$ cat src/rtl/s38417_lane_check.sv
// Lane-check stage: sweeps slots 0..2 of a 13x3 bank against a latched expected vector and commits a sticky verdict.
// Optional LANE_CHECK_MASK_EN adds mask_data, which removes masked lanes from the verdict (lane 0 mask beats lane0_en).
module s38417_lane_check #(
  parameter int LANES = 13,
  parameter int SLOTS = 3
) (
  input  logic             CK,
  input  logic             RN,
  input  logic             load_valid,
  input  logic [3:0]       load_lane,
  input  logic [1:0]       load_slot,
  input  logic             load_data,
  input  logic             start,
  input  logic [LANES-1:0] exp_data,
  input  logic             lane0_en,
  input  logic             commit_en,
`ifdef LANE_CHECK_MASK_EN
  input  logic [LANES-1:0] mask_data,
`endif
  output logic [SLOTS-1:0] slot_sel,
  output logic             busy,
  output logic             done,
  output logic             fail,
  output logic [3:0]       fail_lane,
  output logic             res_q
);

  typedef enum logic [1:0] {S_IDLE, S_SWEEP, S_DONE} state_t;

  state_t           r_state, w_state_nxt;
  logic [1:0]       r_slot;
  logic [SLOTS-1:0] r_slot_sel;
  logic [SLOTS-1:0] r_bank [LANES];
  logic [LANES-1:0] r_exp;
  logic             r_lane0_en;
  logic             r_sticky;
  logic [3:0]       r_fail_lane;
  logic             r_res;
  logic             w_accept, w_busy, w_done;
  logic [LANES-1:0] w_mism;
  logic [3:0]       w_low;
`ifdef LANE_CHECK_MASK_EN
  logic [LANES-1:0] r_mask;
`endif

  always_ff @(posedge CK or negedge RN) begin
    if (!RN) r_state <= S_IDLE;
    else     r_state <= w_state_nxt;
  end

  always_comb begin
    w_state_nxt = r_state;
    w_accept    = 1'b0;
    w_busy      = 1'b0;
    w_done      = 1'b0;
    case (r_state)
      S_IDLE: begin
        if (start) begin
          w_accept    = 1'b1;
          w_state_nxt = S_SWEEP;
        end
      end
      S_SWEEP: begin
        w_busy = 1'b1;
        if (r_slot == 2'(SLOTS - 1)) w_state_nxt = S_DONE;
      end
      S_DONE: begin
        w_busy      = 1'b1;
        w_done      = 1'b1;
        w_state_nxt = S_IDLE;
      end
      default: w_state_nxt = S_IDLE;
    endcase
  end

  // Compare reads registered bank contents, so a same-cycle write is seen only by later sweeps.
  always_comb begin
    w_mism = '0;
    for (int l = 0; l < LANES; l++) w_mism[l] = r_bank[l][r_slot] ^ r_exp[l];
    if (!r_lane0_en) w_mism[0] = 1'b1;
`ifdef LANE_CHECK_MASK_EN
    w_mism = w_mism & ~r_mask;
`endif
    w_low = 4'd15;
    for (int l = LANES - 1; l >= 0; l--) begin
      if (w_mism[l]) w_low = 4'(l);
    end
  end

  always_ff @(posedge CK or negedge RN) begin
    if (!RN) begin
      for (int l = 0; l < LANES; l++) r_bank[l] <= '0;
    end else if (load_valid && (load_lane < 4'(LANES)) && (load_slot < 2'(SLOTS))) begin
      r_bank[load_lane][load_slot] <= load_data;
    end
  end

  always_ff @(posedge CK or negedge RN) begin
    if (!RN) begin
      r_slot      <= '0;
      r_slot_sel  <= '0;
      r_exp       <= '0;
      r_lane0_en  <= 1'b0;
      r_sticky    <= 1'b0;
      r_fail_lane <= 4'd15;
      r_res       <= 1'b0;
`ifdef LANE_CHECK_MASK_EN
      r_mask      <= '0;
`endif
    end else if (w_accept) begin
      r_slot      <= '0;
      r_slot_sel  <= {{(SLOTS-1){1'b0}}, 1'b1};
      r_exp       <= exp_data;
      r_lane0_en  <= lane0_en;
      r_sticky    <= 1'b0;
      r_fail_lane <= 4'd15;
`ifdef LANE_CHECK_MASK_EN
      r_mask      <= mask_data;
`endif
    end else if (r_state == S_SWEEP) begin
      r_sticky <= r_sticky | (|w_mism);
      if (w_low < r_fail_lane) r_fail_lane <= w_low;
      if (r_slot == 2'(SLOTS - 1)) begin
        r_slot     <= '0;
        r_slot_sel <= '0;
      end else begin
        r_slot     <= r_slot + 2'd1;
        r_slot_sel <= r_slot_sel << 1;
      end
    end else if ((r_state == S_DONE) && commit_en) begin
      r_res <= r_sticky;
    end
  end

  assign slot_sel  = r_slot_sel;
  assign busy      = w_busy;
  assign done      = w_done;
  assign fail      = r_sticky;
  assign fail_lane = r_fail_lane;
  assign res_q     = r_res;

endmodule

$ cat config.mk
export PLATFORM = sky130hd
export DESIGN_NAME = s38417_lane_check
export DESIGN_NICKNAME = d
export VERILOG_FILES = /design/src/rtl/s38417_lane_check.sv
export SDC_FILE = /design/constraint.sdc
export NUM_CORES = 1
export LEC_CHECK = 0
export ABC_CLOCK_PERIOD_IN_PS = 2850
export BUFFER_PORTS_ARGS = -buffer_cell sky130_fd_sc_hd__clkbuf_2
export CAP_MARGIN = 20
export CORE_ASPECT_RATIO = 1.5
export CORE_UTILIZATION = 53
export DETAILED_ROUTE_END_ITERATION = 10
export PLACE_DENSITY_LB_ADDON = 0.08
export SYNTH_ARGS = -nofsm -noshare
export SYNTH_HDL_FRONTEND = slang
export SYNTH_SLANG_ARGS = --single-unit
$ cat constraint.sdc
create_clock -name CK -period 2.85 [get_ports CK]
set_input_delay 0.285 -clock CK [delete_from_list [all_inputs] [get_ports CK]]
set_output_delay 0.285 -clock CK [all_outputs]
set_load 0.03 [all_outputs]
-- Word-level counts from Yosys, hierarchy flattened
Index checks and enable logic that the tools add are counted.
- output and inout bits: 11
- input bits: 26
- flip-flop bits (word level): 66
- add/subtract/negate cells: 1
- bitwise operators: 17
- mux-type cells: 63
- reductions and logical operators: 13
- equal/unequal tests: 5
- $lt $le $gt $ge: 8
- operators with widths (operator ; count):
    $mux W4 ; 15
    $bwmux W39 ; 1
    $bmux W1 S2 ; 13
    $mux W1 ; 21
    $reduce_or A13 Y1 ; 1
    $xor A1 B1 Y1 ; 13
    $demux W3 S4 ; 1
    $mux W2 ; 6
    $mux W3 ; 4
    $lt A2 B3 Y1 const B ; 2
    $ge A5 B5 Y1 const B ; 1
    $logic_and A1 B1 Y1 ; 5
    $lt A5 B1 Y1 const B ; 1
    $not A4 Y5 ; 1
    $eq A2 B2 Y1 const B ; 2
    $lt A4 B4 Y1 ; 1
    $lt A4 B4 Y1 const B ; 1
    $pmux W2 S2 ; 1
    $reduce_and A2 Y1 ; 2
    $reduce_bool A2 Y1 ; 2
    $reduce_and A3 Y1 ; 1
    $add A2 B1 Y2 const B ; 1
    $demux W1 S2 ; 1
    $eq A2 B1 Y1 const B ; 1
    8 further kinds ; 9

-- Depth between registers and ports, before layout
- word-level depth: 20
- gate-level depth with buffers: 15
- mapped depth without buffers: 13

-- Least setup slack after synthesis
OpenSTA, ideal clock, no wires.
- path type: register to register
- from: register r_slot[0]
- to: register r_fail_lane[2], in the netlist fail_lane[2]
- data arrival time: 2.766 ns
- slack: 0.002 ns
- buffers on the path: 2
- library setup time: 0.081 ns
- stages on the path, launching flop included: 16
- cell sequence: dfrtp_1 buf_6 buf_8 mux2i_1 o21ai_1 xor2_1 o311ai_0 a31oi_1 o21bai_1 inv_1 ha_1 o21a_1 o21ai_0 nand2_1 o21a_1 o211ai_1
- cells in the longest elaborated chain, start to end: 19
- RTL lines (item ; line ; text):
    from (decl) ; 31 ; logic [1:0] r_slot;
    from (signal assigned) ; 127 ; r_slot <= r_slot + 2'd1;
    $bmux W1 S2 ; 79 ; for (int l = 0; l < LANES; l++) w_mism[l] = r_bank[l][r_slot] ^ r_exp[l];
    $mux W1 (not written as such) ; 79 ;
    $xor A1 B1 Y1 ; 79 ;
    $mux W2 ; 86 ; if (w_mism[l]) w_low = 4'(l);
    $mux W4 (11 in series) ; 86 ;
    $mux W4 (*) ; 86 ;
    $lt A4 B4 Y1 ; 122 ; if (w_low < r_fail_lane) r_fail_lane <= w_low;
    $reduce_bool A2 Y1 (no source line) ; -- ;
    $reduce_and A2 Y1 (no source line) ; -- ;
    to (signal assigned) ; 122 ;
    to (decl) ; 37 ; logic [3:0] r_fail_lane;
Every way passes the cells marked *; elsewhere a longest branch is shown, timed or not. The select of a mux whose other input is x is not followed.
A chain may end at the register's enable or synchronous reset.

-- Final worst setup path
Ends and elaborated chain as after synthesis.

==> results.yml <==
floorplan:
  die_area_um2: 7210
  initial_core_util: 0.553
  core-area_um2: 6580
  die_w_um: 69.7
  row_count: 36
  ios: 37
  die_y_um: 103
worst_setup_path:
  critical_path_class: "reg2reg"
  r2r_cells: 13
  start_kind: "flip-flop"
  required_ps: 3120
  cp.arrival_ps: 3250
  cp_max_fo: 6
  endpoint_kind: "flip-flop"
placed_design:
  gp_congestion: 0.825
  io_buffers: 36
  dp_hpwl_um: 5690
yosys:
  synth-edff-count: 0
  synth.top_cell.area_share: 0.426
  syn-num-nets: 405
  synth_common_cells: "90 x nand2_1, 62 x dfrtp_1, 41 x mux2_2, 15 x mux2i_1"
  synthesis.area_um2: 3640
  postSynthAreaPerCell_um2: 9.78
  ys_seq_area_frac: 0.455
  synth_cells: 372
  synth-seq-cells: 66
  synthDistinctLibCells: 45
  yosys-top-cells-area: "dfrtp_1 43%, mux2_2 13%, nand2_1 9.3%"
  yosys_warnings: 0
  post-synth-top-count-cell: "nand2_1"
  async_flop_share: 1.00
  yosysTopAreaCell: "dfrtp_1"
  synth_flop_cell: "dfrtp_1"
clock_tree:
  cts_tree: "yes"
  clock-sinks: 66
  cts_buffer_depth: 2
  cts-buffers-inserted: 9
  insertion_delay_ps: 350
  path_clk_slew_ps: 70
  htreeDepth: 3
  root_buffer: "clkbuf_8"
sta:
  timing.final.ws_setup_ps: -128
  setup_violations: 4
  tns_ps: -376
  drv_slew: 0
  tightestPinTransition_ps: 673
  fin_crit_ps: 2980
  post-route-period-util: 1.04
  timing.fmax_mhz: 336
  clock_skew_ps: 8.01
  rsz0062_at_grt: "yes"
  slew_headroom: 0.550
  finalHoldViolCount: 0
power_and_ir_drop:
  max-vdd-ir-drop_uv: 536
  cellPowerDensity_nw_per_um2: 1020
  leakage_nw: 2.15
routing:
  dr.pass1.iters: 4
  drtIter0Drc: 167
  detail_route.wl_per_cell_um: 16.2
  vias: 2898
  via_per_inst: 5.51
  postRouteAntennaNets: 0
  drc: 0
  routed_wl_um: 8540
global_route:
  grt_max_degree: 40
  grt.total_usage: 0.248
  grt_pass1_wl_um: 13600
  overflow: 0
  grt_pass1_vias: 2900
  grt_antenna_before_repair: 0
layout:
  fin_util: 0.692
  antennaDiodeCount: 0
  multi_input_area_um2: 1980
  layout-drive-gt1-share: 0.378
  num-nets-final: 478
  fill_cells: 527
  seq_area_um2: 1660
  area_delta_synth_final_pct: 25.1
worst_hold_path:
  hold_path_class: "in2reg"
  holdPathStages: 3
status:
  violations: "setup timing"
  outcome: "finished with violations"
flow_run:
  maxCapViolCount: 0
## power by group
part | internal, mW | switching, mW | leakage (nW)
combinational | 1.14 | 1.29 | 1.20
sequential | 1.21 | 0.206 | 0.851
clock | 0.452 | 0.351 | 0.101
## logic make-up after synthesis
family / synth area share
AND/OR/NAND/NOR: 0.181
flip-flops: 0.455
multiplexers: 0.168
AO/OA/AOI/OAI: 0.0901
buffers and inverters: 0.0413
XOR/XNOR: 0.0406
adder cells (fa/ha/maj): 0.0241
## placed cells by master, fill, tap and decap left out, types with 8 or more instances in the layout
| cell type | count |
|---|---|
| a21oi_1 | 8 |
| buf_4 | 36 |
| clkbuf_2 | 36 |
| clkbuf_8 | 11 |
| dfrtp_1 | 61 |
| inv_1 | 11 |
| mux2_2 | 41 |
| mux2i_1 | 10 |
| nand2_1 | 88 |
| nand2b_1 | 8 |
| nand3b_1 | 11 |
| nor2_1 | 14 |
| o21ai_0 | 8 |
| xnor2_1 | 8 |
## layer usage
layer  track usage  wire [um]
met2         0.455       4530
met1         0.277       3570
met5             0          0
met3        0.0426        206
met4         0.131        240
## worst paths after layout
path	end	slack (ps)	start
worst max-delay path	fail_lane[2]$_DFFE_PN1P_	-130	r_slot[0]$_DFFE_PN0N_
worst min-delay path	r_exp[6]$_DFFE_PN0P_	120	exp_data[6]
worst max register to register	fail_lane[2]$_DFFE_PN1P_	-130	r_slot[0]$_DFFE_PN0N_
worst min register to register	r_exp[6]$_DFFE_PN0P_	500	r_exp[6]$_DFFE_PN0P_
max in group asynchronous	r_slot[1]$_DFFE_PN0N_	1610	RN
min in group asynchronous	r_state[1]$_DFFE_PN0P_	450	RN
## cell type report
| type | count | area share |
|---|---|---|
| Clock inverter | 2 | 0.00770 |
| Inverter | 13 | 0.0107 |
| Tap cell | 76 | 0.0209 |
| Timing Repair Buffer | 81 | 0.125 |
| Clock buffer | 14 | 0.0357 |
| Sequential cell | 66 | 0.364 |
| Multi-Input combinational cell | 274 | 0.436 |
## stage by stage
stage                     total power [mW]  setup slack [ps]  hold slack (ps)  cell area [um^2]  std cells
final                                 4.66              -128              119              4550        526
after detailed placement              3.28              -252              292              4010        491
after CTS                             4.36             -26.2              115              4390        521
after global routing                  4.94              -301              118              4550        526
after floorplan                       2.71              2.26            -10.6              3640        372
after global placement                3.23              -154              290              4010        491
## flip-flops by register name (all words and copies together), names as in the netlist
name / flops
fail: 1
r_state: 2
r_lane0_en: 1
res_q: 1
slot_sel: 3
fail_lane: 4
r_bank: 39
r_exp: 13
r_slot: 2
## critical path, stage by stage, from the launching register on
cell and delay, ps:
dfrtp_1 390, buf_6 160, mux2i_2 230, a2bb2oi_2 200, mux2i_1 290, nand2_1 140, or3_4 410, inv_2 70
ha_4 200, nand2_2 50, nand4b_1 130, a21o_1 240, o21a_1 220, o211ai_1 170
## what timing repair did
action | 4_1_cts | 5_1_grt
buffers inserted | 13 | 5
setup endpoints to repair | 4 | 4
hold endpoints to repair | 19 | 0
cloned | 0 | 1
gates resized for setup | 22 | 22
pin swaps | 13 | 12
hold buffers | 1 | 0
Power figures use the tool's default switching activity.
